==> config.mk <==
export PLATFORM = sky130hd
export DESIGN_NAME = conv_writeback_flat
export DESIGN_NICKNAME = d
export VERILOG_FILES = /design/src/rtl/conv_writeback_if.sv /design/src/rtl/conv_writeback.sv /design/src/flat_wrapper.sv
export SDC_FILE = /design/constraint.sdc
export NUM_CORES = 1
export LEC_CHECK = 0
export ABC_AREA = 1
export CAP_MARGIN = 20
export CORE_ASPECT_RATIO = 0.9
export CORE_MARGIN = 2
export CORE_UTILIZATION = 30
export DETAILED_ROUTE_END_ITERATION = 10
export SLEW_MARGIN = 20
export SYNTH_ARGS = -nofsm -noshare
export SYNTH_HDL_FRONTEND = slang
export SYNTH_SLANG_ARGS = --single-unit
export TNS_END_PERCENT = 10
==> constraint.sdc <==
create_clock -name clk -period 2.4 [get_ports clk]
set_input_delay 0.24 -clock clk [delete_from_list [all_inputs] [get_ports clk]]
set_output_delay 0.24 -clock clk [all_outputs]
set_load 0.02 [all_outputs]
==> src/rtl/conv_writeback_if.sv <==
// FRAM write-port bundle between the writeback stage and the feature RAM.
//   fram_wr_en    : write request (driven by writeback)
//   fram_wr_addr  : word address of the write
//   fram_wr_data  : word to write
//   fram_wr_ready : FRAM accepts the presented write this cycle
// Modports: master = writeback side, slave = FRAM side.
interface conv_writeback_if #(
  parameter int unsigned DATA_W  = 32,
  parameter int unsigned FRAM_AW = 32
);
  logic               fram_wr_en;
  logic [FRAM_AW-1:0] fram_wr_addr;
  logic [DATA_W-1:0]  fram_wr_data;
  logic               fram_wr_ready;

  modport master (
    output fram_wr_en,
    output fram_wr_addr,
    output fram_wr_data,
    input  fram_wr_ready
  );

  modport slave (
    input  fram_wr_en,
    input  fram_wr_addr,
    input  fram_wr_data,
    output fram_wr_ready
  );
endinterface

==> src/rtl/conv_writeback.sv <==
// Convolution writeback stage: captures one bank of PE results on out_en and
// serialises the valid lanes into consecutive FRAM word writes.
// Ports:
//   clk, rst         : clock, synchronous active-high reset
//   inst_start       : layer start; loads output_baseaddr, clears wb_count
//   output_baseaddr  : first output word address of the layer
//   out_en, pe_data  : per-lane result valid and packed lane results
//   flush            : end-of-layer marker from the decoder
//   wb_busy          : capture buffer occupied; decoder must hold out_en low
//   fram             : FRAM write port (master side of conv_writeback_if)
//   wb_done          : one-cycle pulse once the flushed layer is fully written
//   wb_count         : words written since the last inst_start
//   err_overflow     : sticky, out_en arrived while busy
module conv_writeback #(
  parameter int unsigned PE_NUM  = 8,
  parameter int unsigned DATA_W  = 32,
  parameter int unsigned FRAM_AW = 32
) (
  input  logic                     clk,
  input  logic                     rst,
  input  logic                     inst_start,
  input  logic [FRAM_AW-1:0]       output_baseaddr,
  input  logic [PE_NUM-1:0]        out_en,
  input  logic [PE_NUM*DATA_W-1:0] pe_data,
  input  logic                     flush,
  output logic                     wb_busy,
  conv_writeback_if.master         fram,
  output logic                     wb_done,
  output logic [FRAM_AW-1:0]       wb_count,
  output logic                     err_overflow
);

  typedef enum logic [1:0] {StIdle, StDrain, StDone} state_e;

  state_e                   state_q, state_d;
  logic [FRAM_AW-1:0]       out_ptr_q, out_ptr_d;
  logic [FRAM_AW-1:0]       count_q, count_d;
  logic [PE_NUM*DATA_W-1:0] buf_q, buf_d;
  logic [PE_NUM-1:0]        mask_q, mask_d;
  logic                     flush_pending_q, flush_pending_d;
  logic                     err_q, err_d;
  logic                     wr_en_q, wr_en_d;
  logic [FRAM_AW-1:0]       wr_addr_q, wr_addr_d;
  logic [DATA_W-1:0]        wr_data_q, wr_data_d;

  logic [PE_NUM-1:0]        mask_rest;
  logic [FRAM_AW-1:0]       cap_ptr;
  logic                     accept;

  // Data of the lowest-numbered lane set in mask.
  function automatic logic [DATA_W-1:0] lane_sel(input logic [PE_NUM*DATA_W-1:0] bank,
                                                 input logic [PE_NUM-1:0]        mask);
    lane_sel = '0;
    for (int i = int'(PE_NUM) - 1; i >= 0; i--) begin
      if (mask[i]) lane_sel = bank[i*DATA_W +: DATA_W];
    end
  endfunction

  // Mask with the lane currently on the bus removed.
  assign mask_rest = mask_q & (mask_q - 1'b1);
  // A capture in the inst_start cycle must use the freshly loaded base.
  assign cap_ptr   = inst_start ? output_baseaddr : out_ptr_q;
  assign accept    = wr_en_q & fram.fram_wr_ready;

  always_comb begin
    state_d         = state_q;
    out_ptr_d       = out_ptr_q;
    count_d         = count_q;
    buf_d           = buf_q;
    mask_d          = mask_q;
    flush_pending_d = flush_pending_q;
    err_d           = err_q;
    wr_en_d         = wr_en_q;
    wr_addr_d       = wr_addr_q;
    wr_data_d       = wr_data_q;

    if ((state_q != StIdle) && (out_en != '0)) err_d = 1'b1;

    unique case (state_q)
      StIdle: begin
        if (inst_start) begin
          out_ptr_d       = output_baseaddr;
          count_d         = '0;
          flush_pending_d = 1'b0;
        end
        if (out_en != '0) begin
          buf_d     = pe_data;
          mask_d    = out_en;
          wr_en_d   = 1'b1;
          wr_addr_d = cap_ptr;
          wr_data_d = lane_sel(pe_data, out_en);
          state_d   = StDrain;
          if (flush) flush_pending_d = 1'b1;
        end else if (flush) begin
          state_d = StDone;
        end
      end
      StDrain: begin
        if (flush) flush_pending_d = 1'b1;
        if (accept) begin
          mask_d    = mask_rest;
          out_ptr_d = out_ptr_q + 1'b1;
          count_d   = count_q + 1'b1;
          if (mask_rest != '0) begin
            // Next lane goes out straight away so the bus never bubbles.
            wr_addr_d = out_ptr_q + 1'b1;
            wr_data_d = lane_sel(buf_q, mask_rest);
          end else begin
            wr_en_d = 1'b0;
            state_d = (flush_pending_q || flush) ? StDone : StIdle;
          end
        end
      end
      StDone: begin
        flush_pending_d = 1'b0;
        state_d         = StIdle;
      end
      default: state_d = StIdle;
    endcase
  end

  always_ff @(posedge clk) begin
    if (rst) begin
      state_q         <= StIdle;
      out_ptr_q       <= '0;
      count_q         <= '0;
      buf_q           <= '0;
      mask_q          <= '0;
      flush_pending_q <= 1'b0;
      err_q           <= 1'b0;
      wr_en_q         <= 1'b0;
      wr_addr_q       <= '0;
      wr_data_q       <= '0;
    end else begin
      state_q         <= state_d;
      out_ptr_q       <= out_ptr_d;
      count_q         <= count_d;
      buf_q           <= buf_d;
      mask_q          <= mask_d;
      flush_pending_q <= flush_pending_d;
      err_q           <= err_d;
      wr_en_q         <= wr_en_d;
      wr_addr_q       <= wr_addr_d;
      wr_data_q       <= wr_data_d;
    end
  end

  assign wb_busy           = (state_q != StIdle);
  assign wb_done           = (state_q == StDone);
  assign wb_count          = count_q;
  assign err_overflow      = err_q;
  assign fram.fram_wr_en   = wr_en_q;
  assign fram.fram_wr_addr = wr_addr_q;
  assign fram.fram_wr_data = wr_data_q;

endmodule

==> src/flat_wrapper.sv <==
// flat-port wrapper written by rule: the top's interface ports become plain ports
module conv_writeback_flat 
#(
  parameter int unsigned PE_NUM  = 8,
  parameter int unsigned DATA_W  = 32,
  parameter int unsigned FRAM_AW = 32
)
  (clk, rst, inst_start, output_baseaddr, out_en, pe_data, flush, wb_busy, wb_done, wb_count, err_overflow, fram_fram_wr_en, fram_fram_wr_addr, fram_fram_wr_data, fram_fram_wr_ready);
  conv_writeback_if #(.DATA_W(DATA_W), .FRAM_AW(FRAM_AW)) fram_i ();
  input  logic clk;
  input  logic rst;
  input  logic inst_start;
  input  logic [FRAM_AW-1:0] output_baseaddr;
  input  logic [PE_NUM-1:0] out_en;
  input  logic [PE_NUM*DATA_W-1:0] pe_data;
  input  logic flush;
  output logic wb_busy;
  output logic wb_done;
  output logic [FRAM_AW-1:0] wb_count;
  output logic err_overflow;
  output wire logic [$bits(fram_i.fram_wr_en)-1:0] fram_fram_wr_en;
  output wire logic [$bits(fram_i.fram_wr_addr)-1:0] fram_fram_wr_addr;
  output wire logic [$bits(fram_i.fram_wr_data)-1:0] fram_fram_wr_data;
  input wire logic [$bits(fram_i.fram_wr_ready)-1:0] fram_fram_wr_ready;
  assign fram_fram_wr_en = fram_i.fram_wr_en;
  assign fram_fram_wr_addr = fram_i.fram_wr_addr;
  assign fram_fram_wr_data = fram_i.fram_wr_data;
  assign fram_i.fram_wr_ready = fram_fram_wr_ready;
  conv_writeback #(.PE_NUM(PE_NUM), .DATA_W(DATA_W), .FRAM_AW(FRAM_AW)) u_core (.clk(clk), .rst(rst), .inst_start(inst_start), .output_baseaddr(output_baseaddr), .out_en(out_en), .pe_data(pe_data), .flush(flush), .wb_busy(wb_busy), .fram(fram_i), .wb_done(wb_done), .wb_count(wb_count), .err_overflow(err_overflow));
endmodule
==> results_dict.tcl <==
set metrics [dict create \
    arrival_ns 2.00 \
    cts.sinks 365 \
    port_buffers 400 \
    ant_nets 0 \
    rsz0062_at_grt "false" \
    worstSetupStartpointType "flop" \
    outcome "finished, final reports clean" \
    cts_tree "yes" \
    ys_types 41 \
    regArea_um2 7310 \
    required_ns 2.16 \
    drive_above_1_share 0.0617 \
    hp-class "primary input to flop" \
    finalHoldViolations 0 \
    clk_path_buf_depth 3 \
    skew_ns 0.0385 \
    netlist.area_leader.share 0.371 \
    synth-async-reset-ratio 0 \
    synth_area_um2 19700 \
    synthToLayoutAreaGrowth_pct 34.5 \
    root_buffer "clkbuf_16" \
    vias_per_cell 5.10 \
    nNetsFinal 3802 \
    numCtsBuffers 44 \
    max_stage_delay_ns 0.45 \
    synth-edff-count 0 \
    holdWs_ns 0.202 \
    drv_slew 0 \
    multi_input_area_um2 10300 \
    die_h_um 247 \
    rows 89 \
    routedWlPerCell_um 20.0 \
    grt_pass1_wl_mm 131 \
    end_kind "primary output" \
    die_area_um2 67800 \
    synthTopCellsByCount "nand2_1 (638), nor2_1 (475), o21ai_0 (456)" \
    grt_usage 0.252 \
    worst-setup-path-type "flop to primary output" \
    leakagePower_nw 11.3 \
    core-area_um2 65300 \
    yosys-top-cells-area "dfxtp_1 (37%), nand2_1 (12%), o21ai_0 (12%)" \
    cts_max_level 2 \
    drt_iter0_drc 2284 \
    synth-seq-area-share 0.371 \
    synth_cells 3157 \
    ys_warn_count 0 \
    max-cap-violations 0 \
    place_congestion 0.950 \
    path_clk_slew_ns 0.06 \
    clk-insertion-delay-late_ns 0.61 \
    yosysMostFrequentCell "nand2_1" \
    grt_max_degree 77 \
    post-route-drc-count 0 \
    ys.flop_type "dfxtp_1" \
    hold_buffers 0 \
    r2r_slack_ns 0.23 \
    setup_viol 0 \
    n_fill_cell 6905 \
    postCtsSetupBuffers 0 \
    vias 22434 \
    ir_worst_vdd_mv 0.746 \
    layout_min_cycle_time_ns 2.24 \
    syn_area_per_cell_um2 6.24 \
    cp_common_cell "inv_1" \
    start_util 0.302 \
    place_hpwl_mm 64.4 \
    powerDensity_nw_per_um2 1250 \
    synth_nets 3464 \
    crit_path_top_delay_cell "dlygate4sd2_1" \
    synth_top_cell_by_area "dfxtp_1" \
    period_share 0.933 \
    final.setup.tns_ns 0 \
    slew_headroom 0.556 \
    grt_pass1_vias 20697 \
    setup_ws_ns 0.160 \
    total_power_mw 33.1 \
    antenna_found_initial 9 \
    worst_pin_slew_ns 0.659 \
    die_w_um 274 \
    place_ws_ns -0.0500 \
    grt-ovfl-total 0 \
    io-pin-count 401 \
    synth-seq-cells 365 \
    cp_cell_sequence "inv_1, ha_1, inv_1, dlygate4sd2_1" \
    cp_max_fo 5 \
    timing.fmax_mhz 446 \
    routed_wl_mm 87.9 \
    drt_first_pass_iters 6 \
]
[path summary, 6_finish.rpt]
kind,end,from,cells past startpoint
max,wb_busy,u_core.state_q[0]$_SDFFE_PP0P_,4
min,u_core.buf_q[132]$_SDFFE_PP0P_,pe_data[132],3
max reg2reg,u_core.fram.fram_wr_data[30]$_SDFFE_PP0P_,u_core.mask_q[3]$_SDFFE_PP0P_,13
min reg2reg,u_core.buf_q[82]$_SDFFE_PP0P_,u_core.buf_q[82]$_SDFFE_PP0P_,2
[registers in the layout, indices dropped and copies added (netlist names)]
register and cells:
u_core.flush_pending_q 1, u_core.buf_q 224, u_core.fram.fram_wr_addr 32, u_core.state_q 2, u_core.fram.fram_wr_data 32, u_core.fram.fram_wr_en 1
u_core.wb_count 32, u_core.err_overflow 1, u_core.mask_q 8, u_core.out_ptr_q 32
[routing by layer]
layer | track usage | vias to the layer above | wire length, um
met2 | 0.395 | 1020 | 38800
met3 | 0.0443 | 165 | 7270
met4 | 0.0969 | 8 | 3430
met1 | 0.344 | 10327 | 38300
li1 | - | 10914 | -
met5 | 0 | - | 54
[power by group]
group / internal (mW) / leakage (nW) / switching [mW]
Combinational: 5.68 / 7.54 / 10.9
Sequential: 8.31 / 3.03 / 1.26
Clock: 4.02 / 0.724 / 2.98
[cells by family (layout without fill, tap and decap cells)]
logic type	after synthesis	after routing	synth area share
compound gates	906	906	0.239
xor+xnor	17	17	0.00755
fa+ha+maj	6	6	0.00381
buf+inv	534	908	0.107
flops	365	365	0.371
other cells	0	5	0
simple gates	1329	1329	0.272
[layout by cell type, fill, tap and decap left out, types with 14 or more instances in the layout]
cell / synthesis / final
nand2_1: 638 / 638
nor2_1: 475 / 471
o21ai_0: 456 / 456
clkdlybuf4s50_1: 0 / 397
dfxtp_1: 365 / 365
a21oi_1: 351 / 351
inv_1: 311 / 310
nand3_1: 133 / 133
buf_4: 1 / 79
clkbuf_16: 0 / 44
nor3_1: 32 / 32
o21ai_1: 27 / 27
buf_12: 0 / 25
nand4_1: 23 / 23
o21bai_1: 20 / 20
xor2_1: 16 / 16
o221ai_1: 14 / 14
[worst max-delay path, delay by kind of cell (launching register included)]
| family | cells | cell delay, ns |
|---|---|---|
| buffers and inverters | 3 | 0.80 |
| DFF | 1 | 0.38 |
| adders and majority gates | 1 | 0.23 |
[final cells by class]
| class | instances | share of cell area |
|---|---|---|
| clock buffers | 60 | 0.0457 |
| well taps | 864 | 0.0408 |
| clock inverters | 22 | 0.0104 |
| inverters | 322 | 0.0460 |
| multi-input cells | 2258 | 0.389 |
| repair buffers | 504 | 0.192 |
| diodes | 5 | 0.000472 |
| flip-flops and latches | 365 | 0.276 |
[stage by stage]
stage,cell area (um^2),std cells,utilization
after floorplan,19700,3157,-
after global placement,25000,4313,0.383
after detailed placement,25000,4313,0.383
after CTS,26500,4395,0.406
after global routing,26500,4400,0.406
final,26500,4400,0.406
[what timing repair did]
item | in CTS | in global routing
endpoints found under the setup margin | 1 | 0
resized for setup | 1 | 0
hold endpoints to repair | 0 | 0
No activity file was read; power rests on OpenSTA's default activity.
